File: src/rtl/coffee_pkg.sv
// rtl/coffee_pkg.sv - shared price, coin and width defaults for the coffee-machine controller
package coffee_pkg;

    localparam int DEF_PRICE      = 3;
    localparam int DEF_COIN_SMALL = 1;
    localparam int DEF_COIN_LARGE = 5;
    localparam int DEF_CREDIT_W   = 4;
    localparam int DEF_AUDIT_W    = 8;

endpackage

File: src/rtl/sat_counter.sv
// rtl/sat_counter.sv - up counter that sticks at all-ones instead of wrapping
module sat_counter
    import coffee_pkg::*;
#(
    parameter int W = DEF_AUDIT_W
) (
    input  logic         Clock,
    input  logic         Reset_n,
    input  logic         clr,
    input  logic         inc,
    output logic [W-1:0] count
);

    always_ff @(posedge Clock) begin
        if (!Reset_n) begin
            count <= '0;
        end else if (clr) begin
            count <= '0;
        end else if (inc && (count != '1)) begin
            count <= count + 1'b1;
        end
    end

endmodule

File: src/rtl/credit_datapath.sv
// rtl/credit_datapath.sv - credit register, coin adder, price compare and audit counters
module credit_datapath
    import coffee_pkg::*;
#(
    parameter int PRICE      = DEF_PRICE,
    parameter int COIN_SMALL = DEF_COIN_SMALL,
    parameter int COIN_LARGE = DEF_COIN_LARGE,
    parameter int CREDIT_W   = DEF_CREDIT_W,
    parameter int AUDIT_W    = DEF_AUDIT_W
) (
    input  logic                Clock,
    input  logic                Reset_n,
    input  logic                sel_en,
    input  logic                sel_sel,
    input  logic                Cnt_clr,
    input  logic                Cnt_en,
    input  logic                Cnt_ld,
    input  logic                Cnt_ud,
    output logic                Less_3,
    output logic                Eql_3,
    output logic                Grt_3,
    output logic [CREDIT_W-1:0] Credit,
    output logic                Credit_ovf,
    output logic [AUDIT_W-1:0]  Sales_cnt,
    output logic [AUDIT_W-1:0]  Change_cnt
);

    localparam logic [CREDIT_W-1:0] CREDIT_MAX = '1;
    localparam logic [CREDIT_W-1:0] PRICE_V    = CREDIT_W'(PRICE);
    localparam logic [CREDIT_W:0]   SMALL_V    = (CREDIT_W + 1)'(COIN_SMALL);
    localparam logic [CREDIT_W:0]   LARGE_V    = (CREDIT_W + 1)'(COIN_LARGE);

    logic [CREDIT_W-1:0] credit_q;
    logic                ovf_q;
    logic [CREDIT_W:0]   sum;
    logic                do_clr;
    logic                do_add;
    logic                do_refund;

    // Priority: clear over add over refund; refund never takes credit below zero.
    assign do_clr    = ~Cnt_clr;
    assign do_add    = ~do_clr & Cnt_en & Cnt_ld & sel_en;
    assign do_refund = ~do_clr & ~do_add & Cnt_en & Cnt_ud & (credit_q != '0);
    assign sum       = {1'b0, credit_q} + (sel_sel ? LARGE_V : SMALL_V);

    always_ff @(posedge Clock) begin
        if (!Reset_n) begin
            credit_q <= '0;
            ovf_q    <= 1'b0;
        end else if (do_clr) begin
            credit_q <= '0;
            ovf_q    <= 1'b0;
        end else if (do_add) begin
            if (sum[CREDIT_W]) begin
                credit_q <= CREDIT_MAX;
                ovf_q    <= 1'b1;
            end else begin
                credit_q <= sum[CREDIT_W-1:0];
            end
        end else if (do_refund) begin
            credit_q <= credit_q - 1'b1;
        end
    end

    assign Credit     = credit_q;
    assign Credit_ovf = ovf_q;
    assign Less_3     = (credit_q <  PRICE_V);
    assign Eql_3      = (credit_q == PRICE_V);
    assign Grt_3      = (credit_q >  PRICE_V);

    // A clear taken exactly at the price is a completed sale.
    sat_counter #(.W(AUDIT_W)) u_sales (
        .Clock   (Clock),
        .Reset_n (Reset_n),
        .clr     (1'b0),
        .inc     (do_clr & (credit_q == PRICE_V)),
        .count   (Sales_cnt)
    );

    sat_counter #(.W(AUDIT_W)) u_change (
        .Clock   (Clock),
        .Reset_n (Reset_n),
        .clr     (1'b0),
        .inc     (do_refund),
        .count   (Change_cnt)
    );

endmodule

File: config.mk
export PLATFORM = sky130hd
export DESIGN_NAME = credit_datapath
export DESIGN_NICKNAME = d
export VERILOG_FILES = /design/src/rtl/coffee_pkg.sv /design/src/rtl/sat_counter.sv /design/src/rtl/credit_datapath.sv
export SDC_FILE = /design/constraint.sdc
export NUM_CORES = 1
export LEC_CHECK = 0
export BUFFER_PORTS_ARGS = -buffer_cell sky130_fd_sc_hd__buf_2
export CORE_UTILIZATION = 30
export DETAILED_ROUTE_END_ITERATION = 10
export SYNTH_ARGS = -nofsm -noshare
export SYNTH_HDL_FRONTEND = slang
export SYNTH_SLANG_ARGS = --single-unit
File: constraint.sdc
create_clock -name Clock -period 1.7 [get_ports Clock]
set_input_delay 0 -clock Clock [delete_from_list [all_inputs] [get_ports Clock]]
set_output_delay 0 -clock Clock [all_outputs]
set_load 0.02 [all_outputs]
==> impl_metrics.py <==
metrics = {
    "placement": {
        "place.gp.congestion": 0.835,
        "numPortBuffers": 31,
        "place_hpwl_mm": 2.19,
        "placedCellCount": 228,
        "dp_slack_ps": -78.3,
    },
    "route": {
        "num_vias": 1269,
        "drc": 0,
        "ant_nets": 0,
        "first_iter_violations": 71,
        "drt-pass1-iter-count": 4,
        "routedWlPerCell_um": 13.0,
        "wirelength_mm": 3.09,
        "via_per_inst": 5.35,
    },
    "critical_path": {
        "crit_path_start": "Credit[0]",
        "critPathCaptureType": "flop",
        "cp_max_fo": 4,
        "start_kind": "flop",
        "reg2reg_from": "Credit[0]",
        "worst-endpoint-arrival_ps": 1830,
        "cp_data_required_time_ps": 1840,
        "rrSetupSlack_ps": 20,
        "critPathKind": "reg2reg",
    },
    "pwr": {
        "power.total_uw": 880,
        "powerDensity_nw_per_um2": 537,
        "leakagePower_uw": 0.000671,
        "ir_drop_uv": 527,
    },
    "grt": {
        "antenna_found_initial": 0,
        "top_usage_layer": "met2",
        "grt_first_pass_wirelength_mm": 5.26,
        "grt_pass1_vias": 1177,
        "grt_overflow": 0,
        "grt_max_degree": 15,
        "grtUsageMet2_pct": 25.0,
        "use_met1_pct": 20.0,
        "grtUsageMet3_pct": 3.13,
        "track_usage_pct": 15.0,
    },
    "clock_tree": {
        "cts_made_buffers": 3,
        "h-tree-depth": 1,
        "root_buffer": "clkbuf_8",
        "clk_path_buf_depth": 2,
        "cts_tree": "yes",
        "clk_pin_slew_worst_paths_ps": 80,
        "clk_latency_ps": 250,
        "clkSinkCount": 21,
        "hold_buffers": 0,
    },
    "synthesis": {
        "syn-num-nets": 157,
        "ys_types": 43,
        "avgSynthCellArea_sq_um": 8.38,
        "ys_warn_count": 0,
        "syn_area_sq_um": 1200,
        "syn_inst": 143,
        "ys.flop_type": "dfxtp_1",
        "ys_ff_latch": 21,
        "yosysSeqAreaShare_pct": 35.1,
        "synth_edf_count": 0,
        "ys_async_sr_fraction_pct": 0,
    },
    "floorplan": {
        "core_area_sq_um": 3740,
        "rows": 22,
        "ios": 32,
        "fp.dieW_um": 65.2,
        "start_util_pct": 32.0,
        "dieArea_sq_um": 4250,
        "fp.dieH_um": 65.2,
    },
    "timing": {
        "finalMaxSlewViolations": 0,
        "min_period_ps": 1680,
        "slew_headroom_pct": 66.6,
        "hold_viol": 0,
        "worstMarginPinSlew_ps": 500,
        "finalSetupTns_ps": 0,
        "rsz0062_at_grt": "yes",
        "setup_slack_ps": 16.7,
        "fin_skew_ps": 2.94,
        "finalSetupViolations": 0,
        "max_freq_mhz": 594,
        "fin_crit_sh_pct": 99.0,
    },
    "finish": {
        "drive_above_1_share_pct": 39.7,
        "nets": 204,
        "finalNonFillerCells": 237,
        "diodes": 0,
        "final_common_cell": "buf_2",
        "area_growth_pct": 36.7,
        "most-common-layout-cells": "buf_2, dfxtp_1, buf_4, nand2_1",
        "finish.utilization_pct": 43.8,
    },
    "worst_hold_path": {
        "min_from": "Cnt_clr",
        "min_path_type": "in2reg",
    },
    "run_status": {
        "status": "finished clean",
    },
    "flow_run": {
        "cap_violations": 0,
    },
}
==> final timing paths <==
kind                            depth (start not counted)          to
worst max-delay path                                    6   Credit[0]
worst min-delay path                                    2   Credit[1]
worst max register to register                          6   Credit[0]
worst min register to register                          1  Credit_ovf
==> area by class of cell <==
cell class,count,area [sq um]
timing repair buffer,47,279
multi-input combinational,110,803
clock buffer,3,41.3
clock inverter,1,5.00
tap,48,60.1
fill,398,2100
sequential,21,424
inverter,7,26.3
==> layer usage <==
| metal | routed length (um) | vias up |
|---|---|---|
| met3 | 153 | 2 |
| met2 | 1490 | 31 |
| met4 | 8 | 0 |
| met1 | 1440 | 602 |
| li1 | - | 634 |
| met5 | 0 | - |
==> power by group <==
| part | internal, uW | switching (uW) |
|---|---|---|
| Sequential | 492 | 1.55 |
| Clock | 163 | 165 |
| Combinational | 22.1 | 36.0 |
| Total | 677 | 202 |
==> per-stage QoR <==
step / cell area [sq um] / hold slack [ps]
5_1_grt: 1640 / 57.2
3_3_place_gp: 1480 / 316
2_1_floorplan: 1210 / 124
4_1_cts: 1560 / 44.4
6_report: 1640 / 48.1
3_5_place_dp: 1480 / 319
==> synth_stat cells (2+ instances only) <==
| cell | count | share of area (%) |
|---|---|---|
| nor4_1 | 2 | 1.0 |
| inv_1 | 7 | 2.2 |
| dfxtp_1 | 21 | 35 |
| and4_4 | 2 | 1.9 |
| ha_1 | 6 | 6.3 |
| and2_1 | 3 | 1.6 |
| buf_2 | 2 | 0.84 |
| o311a_1 | 2 | 1.7 |
| o21ai_0 | 8 | 3.3 |
| mux2i_1 | 2 | 1.7 |
| nor3_1 | 3 | 1.3 |
| nor2_1 | 10 | 3.1 |
| xor2_1 | 2 | 1.5 |
| clkbuf_1 | 2 | 0.63 |
| nand3_1 | 7 | 2.9 |
| a21oi_1 | 12 | 5.0 |
| nand4_1 | 3 | 1.6 |
| nand2_1 | 11 | 3.4 |
| or4_1 | 6 | 3.8 |
| or3_1 | 4 | 2.1 |
| o31ai_1 | 6 | 3.8 |
==> sequential cells by signal (all words and copies together) (netlist names) <==
signal and cells:
u_change.count 8, u_sales.count 8, Credit 4, Credit_ovf 1
==> cells by family after synthesis <==
logic type,share of synthesized area (%)
AOI/OAI and AO/OA,21.4
buffers and inverters,4.91
muxes,1.67
and+or+nand+nor,29.2
adders and majority gates,6.26
xor gates and xnor gates,1.46
DFF,35.1
==> what timing repair did <==
item / in CTS / in global routing
pin swaps: 4 / 6
endpoints found under the setup margin: 5 / 13
setup buffers: 1 / 3
hold endpoints to repair: 0 / 0
gates cloned: 1 / 0
resized for setup: 3 / 15
==> critical path, stage by stage, from the launching register on <==
cell	delay, ps
dfxtp_2	340
inv_2	80
ha_4	130
or3b_4	410
and2_4	170
o311a_1	340
o31a_1	100
Power figures use the tool's default switching activity.
